<file path="src/rtl/bit_permute_pipe.sv">
// rtl/bit_permute_pipe.sv - multi-channel bit-permutation engine with skid-buffered stream output
// Four per-transaction permutation modes, one-cycle latency, full throughput, wrapping transfer counter.
module bit_permute_pipe #(
  parameter int WIDTH    = 8,
  parameter int CHANNELS = 2,
  parameter int GROUP    = 4,
  parameter int COUNT_W  = 16
) (
  input  logic                      clk,
  input  logic                      rst_n,
  input  logic                      in_valid,
  output logic                      in_ready,
  input  logic [CHANNELS*WIDTH-1:0] in_data,
  input  logic [1:0]                in_mode,
  output logic                      out_valid,
  input  logic                      out_ready,
  output logic [CHANNELS*WIDTH-1:0] out_data,
  output logic [1:0]                out_mode,
  output logic [COUNT_W-1:0]        xfer_count,
  input  logic                      clr_count
);

  localparam int DW = CHANNELS * WIDTH;
  localparam int NG = WIDTH / GROUP;

  function automatic logic [WIDTH-1:0] permute_lane(input logic [WIDTH-1:0] x,
                                                    input logic [1:0] mode);
    logic [WIDTH-1:0] y;
    y = x;
    for (int j = 0; j < NG; j++) begin
      for (int i = 0; i < GROUP; i++) begin
        case (mode)
          2'd1:    y[j*GROUP+i] = x[WIDTH-1-(j*GROUP+i)];
          2'd2:    y[j*GROUP+i] = x[(NG-1-j)*GROUP+i];
          2'd3:    y[j*GROUP+i] = x[j*GROUP+GROUP-1-i];
          default: y[j*GROUP+i] = x[j*GROUP+i];
        endcase
      end
    end
    return y;
  endfunction

  logic [DW-1:0] perm_data;
  logic [DW-1:0] skid_data;
  logic [1:0]    skid_mode;
  logic          skid_full;
  logic          main_free;
  logic          in_xfer;
  logic          out_xfer;
  logic          skid_full_nxt;

  always_comb begin
    perm_data = '0;
    for (int k = 0; k < CHANNELS; k++) begin
      perm_data[k*WIDTH +: WIDTH] = permute_lane(in_data[k*WIDTH +: WIDTH], in_mode);
    end
  end

  assign main_free = !out_valid || out_ready;
  assign in_xfer   = in_valid && in_ready;
  assign out_xfer  = out_valid && out_ready;

  // Skid holds a word only when the main register cannot take it this edge.
  always_comb begin
    skid_full_nxt = skid_full;
    if (main_free) begin
      skid_full_nxt = skid_full && in_xfer;
    end else if (in_xfer) begin
      skid_full_nxt = 1'b1;
    end
  end

  always_ff @(posedge clk or negedge rst_n) begin
    if (!rst_n) begin
      out_valid <= 1'b0;
      out_data  <= '0;
      out_mode  <= 2'd0;
      skid_data <= '0;
      skid_mode <= 2'd0;
      skid_full <= 1'b0;
      in_ready  <= 1'b1;
    end else begin
      skid_full <= skid_full_nxt;
      in_ready  <= !skid_full_nxt;
      if (main_free) begin
        if (skid_full) begin
          out_valid <= 1'b1;
          out_data  <= skid_data;
          out_mode  <= skid_mode;
          if (in_xfer) begin
            skid_data <= perm_data;
            skid_mode <= in_mode;
          end
        end else if (in_xfer) begin
          out_valid <= 1'b1;
          out_data  <= perm_data;
          out_mode  <= in_mode;
        end else begin
          out_valid <= 1'b0;
        end
      end else if (in_xfer) begin
        skid_data <= perm_data;
        skid_mode <= in_mode;
      end
    end
  end

  always_ff @(posedge clk or negedge rst_n) begin
    if (!rst_n) begin
      xfer_count <= '0;
    end else if (clr_count) begin
      xfer_count <= '0;
    end else if (out_xfer) begin
      xfer_count <= xfer_count + 1'b1;
    end
  end

endmodule
</file>
<file path="config.mk">
export PLATFORM = sky130hd
export DESIGN_NAME = bit_permute_pipe
export DESIGN_NICKNAME = d
export VERILOG_FILES = /design/src/rtl/bit_permute_pipe.sv
export SDC_FILE = /design/constraint.sdc
export NUM_CORES = 1
export LEC_CHECK = 0
export ABC_AREA = 1
export ABC_CLOCK_PERIOD_IN_PS = 2100
export CORE_MARGIN = 2
export CORE_UTILIZATION = 30
export DETAILED_ROUTE_END_ITERATION = 6
export PLACE_DENSITY = 0.49
export SLEW_MARGIN = 0
export SYNTH_ARGS = -nofsm -noshare
export SYNTH_HDL_FRONTEND = slang
export SYNTH_SLANG_ARGS = --single-unit
export TNS_END_PERCENT = 10
</file>
<file path="constraint.sdc">
create_clock -name clk -period 2.1 [get_ports clk]
set_input_delay 0.21 -clock clk [delete_from_list [all_inputs] [get_ports clk]]
set_output_delay 0.21 -clock clk [all_outputs]
set_load 0.02 [all_outputs]
</file>
Yosys cells after proc, flatten, opt, wreduce, memory -nomap -nowiden
Index checks and enable logic that the tools add are counted.

Equality and inequality tests: 4. Muxes and demuxes: 32. Reduce and logical (&&, ||, !) cells: 9. Add/subtract/negate cells: 1.

Operator list (number): $mux W16 (7); $pmux W1 S3 (16); $add A16 B1 Y16 const B (1); $mux W2 (5); $eq A2 B2 Y1 const B (2); $mux W1 (4); $reduce_bool A2 Y1 (2); $logic_and A1 B1 Y1 (3); $eq A2 B1 Y1 const B (1); $logic_not A1 Y1 (2); $ne A2 B2 Y1 const B (1); $reduce_and A2 Y1 (1); $logic_or A1 B1 Y1 (1).

Bits in registers: 55. Input bits: 23.

Longest topological paths before layout
Depth after elaboration: 5. Gate-level depth with buffers: 8. Gate-level depth less buffers: 8.

Worst setup path before layout
No wires, ideal clock.

Path type: register to register. From: reg xfer_count[0]. To: reg xfer_count[12]. Data required time: 1.981 ns. Cell stages (with the launch flop): 9. Arrival: 1.367 ns. Buffers on the path: 0. Library setup time: 0.119 ns. Slack: 0.614 ns. Cells stage by stage: dfrtp_1 ha_1 nand2_1 nor2_1 nand2_1 nor2_1 nand3_1 nand2_1 nor2_1.

Longest elaborated chain between the ends: 3.

RTL lines: start, declared (RTL line 19) `output logic [COUNT_W-1:0] xfer_count,`; start signal, assigned (RTL line 114) `xfer_count <= xfer_count + 1'b1;`; $add A16 B1 Y16 (RTL line 114); $mux W16 (RTL line 113) `end else if (out_xfer) begin`; $mux W16 (RTL line 111) `end else if (clr_count) begin`.

No other way between the ends. The select of a mux whose other input is x is not followed. A chain may end at the register's enable or synchronous reset.

Worst setup path in the final report
From: reg in_ready. To: out in_ready.

RTL lines: start, declared (RTL line 12) `output logic in_ready,`; start signal, assigned (RTL line 84) `in_ready <= !skid_full_nxt;`.

No word-level cell between the ends.

==> flow_summary.toml <==
[run_status]
status = "complete, no violations"

[place]
numPortBuffers = 58
dpl_cell_area_um2 = 3650
pre_cts_slack_ns = 0.239
gp_congestion = 0.805
dp_hpwl_mm = 5.44

[timing]
fin_worst_skew_ns = 0.00630
hold_violations = 0
rsz0062_at_grt = "false"
finalSetupTns_ns = 0
fin_ws_ns = 0.450
finalCritPeriodShare = 0.786
slew_viol_final = 0
tightest_slew_ns = 0.527
setup_viol = 0
max_freq_ghz = 0.606
fin_crit_ns = 1.65
relSlewSlack = 0.649

[clock_network]
cts_tree = "built"
path_clk_slew_ns = 0.10
clock_path_buffers = 2
h-tree-depth = 2
clkSinkCount = 55
clkLatencyLatePin_ns = 0.31
clockRootBuffer = "clkbuf_8"
cts_made_buffers = 5

[routing]
first_pass_iters = 5
drt_drc_violations_left = 0
vias = 2841
wl_per_cell_um = 13.2
wl_mm = 7.88
drtIter0Drc = 104
drtAntennaViolNets = 0
routed_via_density = 4.77

[floorplan]
core_area_um2 = 9280
die_w_um = 102
rows = 35
die_area_um2 = 10400
start_util = 0.311
die_y_um = 102
io_pins = 59

[yosys]
avgSynthCellArea_um2 = 7.17
syn_nets = 427
synth_top_area_frac = 0.467
synth.distinct_cells = 22
yosysWarnings = 0
synthCells = 403
yosys.area.top_type = "dfrtp_1"
yosys-top-cells-area = "dfrtp_1 (47%), nand2_1 (20%), nor2_1 (6.4%)"
netlist_area_um2 = 2890
yosysSeqAreaShare = 0.476
ys_ff_latch = 55

[grt]
globalRouteTotalUtil = 0.159
grt_first_pass_wirelength_mm = 12.9
grt_start_max_net_pins = 56
grt_overflow = 0
antenna_found_initial = 0
grt_pass1_vias = 2646

[job]
cap_violations = 0

[cells_and_area]
seq_area_um2 = 1380
nFillCells = 989
syn2layout_area_growth_pct = 30.0
stdcell_area_um2 = 3760
multi_input_area_um2 = 1330
final_cell_mix = "nand2_1 (151), clkdlybuf4s50_1 (57), dfrtp_1 (54)"
diodes = 0
final_nets = 490
final_common_cell = "nand2_1"
drive_gt1_frac = 0.0514

[critical_path]
path_class = "reg2out"
path_cells = "clkdlybuf4s50_1"
cp.required_ns = 1.89
slowest_delay_ns = 0.59
endpoint_kind = "output pin"
slowest_stage = "clkdlybuf4s50_1"
cpLargestDelayFamily = "buffers and inverters"
cp-start-kind = "register"
cp.arrival_ns = 1.44
worst-path-buf-inv = 1
worst-path-max-fanout = 2

[power_and_ir_drop]
swShare = 0.401
peakVddDrop_mv = 0.426
power_frac_comb = 0.453
clkPwrFrac = 0.156
p_per_area_nw_per_um2 = 1120
switchingPower_mw = 1.69
p_total_mw = 4.21
intPower_mw = 2.52
p_leak_nw = 1.74
sequentialPowerShare = 0.390

[hold_path]
hold_class = "in2async"
## path summary, 6_finish.rpt
path,from,end,slack [ns],depth (start not counted)
hold / removal,rst_n,xfer_count[0]$_DFFE_PN0P_,0.42,3
min in group clk,skid_data[12]$_DFFE_PN0P_,skid_data[12]$_DFFE_PN0P_,0.49,2
setup / recovery,in_ready$_DFF_PN1_,in_ready,0.45,1
max in group asynchronous,rst_n,in_ready$_DFF_PN1_,1.37,3
hold reg to reg,skid_data[12]$_DFFE_PN0P_,skid_data[12]$_DFFE_PN0P_,0.49,2
setup reg to reg,xfer_count[0]$_DFFE_PN0P_,xfer_count[12]$_DFFE_PN0P_,0.53,8
## final cells by class
| cell class | instances | share of cell area |
|---|---|---|
| clock buffer | 8 | 0.0266 |
| multi-input combinational | 305 | 0.354 |
| timing repair buffer | 70 | 0.181 |
| tap | 129 | 0.0429 |
| inverter | 29 | 0.0290 |
| sequential | 55 | 0.366 |
## power groups by stage
stage                     combinational [mW]  clock [mW]  sequential (mW)
after detailed placement                1.93           0             1.66
after CTS                               1.93       0.685             1.65
after global routing                    2.12       0.728             1.69
after floorplan                        0.879           0             1.88
final                                   1.91       0.658             1.64
after global placement                  1.93           0             1.66
## synth_stat cells (all sizes together)
cell type    n
dfstp        1
o21ai       17
dfrtp       54
ha           1
a31oi        5
nand4       14
o21bai       2
clkbuf       3
nand2      152
xor2         1
nor3         4
nor3b        1
a21oi       35
buf         11
nor2        51
nand3       22
inv         29
## registers in the layout (all words and copies together) (netlist names)
register    flops
out_mode        2
xfer_count     16
skid_mode       2
out_data       16
skid_data      16
in_ready        1
out_valid       1
skid_full       1
## kinds of logic (layout without fill, tap and decap cells)
logic type / after synthesis / in the layout / share of synthesized area
DFF: 55 / 55 / 0.476
adders and majority gates: 1 / 1 / 0.00433
AOI/OAI and AO/OA: 59 / 59 / 0.107
and+or+nand+nor: 244 / 244 / 0.346
xor gates and xnor gates: 1 / 1 / 0.00303
buffers and inverters: 43 / 107 / 0.0632
## timing repair
item / 4_1_cts / 5_1_grt
hold buffers: 1 / 0
resized for setup: 0 / 0
endpoints found under the hold margin: 54 / 0
buffers inserted: 0 / 0
## metal layers
layer | global-route usage | vias to the layer above | wire length (µm)
met2 | 0.260 | 79 | 3540
met3 | 0.0294 | 8 | 364
met4 | 0.0359 | 0 | 93
met1 | 0.219 | 1330 | 3880
met5 | 0 | - | 0
li1 | - | 1424 | -
## per-stage QoR
step | instances | util | hold WS [ns]
2_1_floorplan | 403 | - | -0.0856
3_3_place_gp | 587 | 0.393 | 0.239
3_5_place_dp | 587 | 0.393 | 0.241
4_1_cts | 596 | 0.405 | 0.438
5_1_grt | 596 | 0.405 | 0.460
6_report | 596 | 0.405 | 0.421
Power figures use the tool's default switching activity.
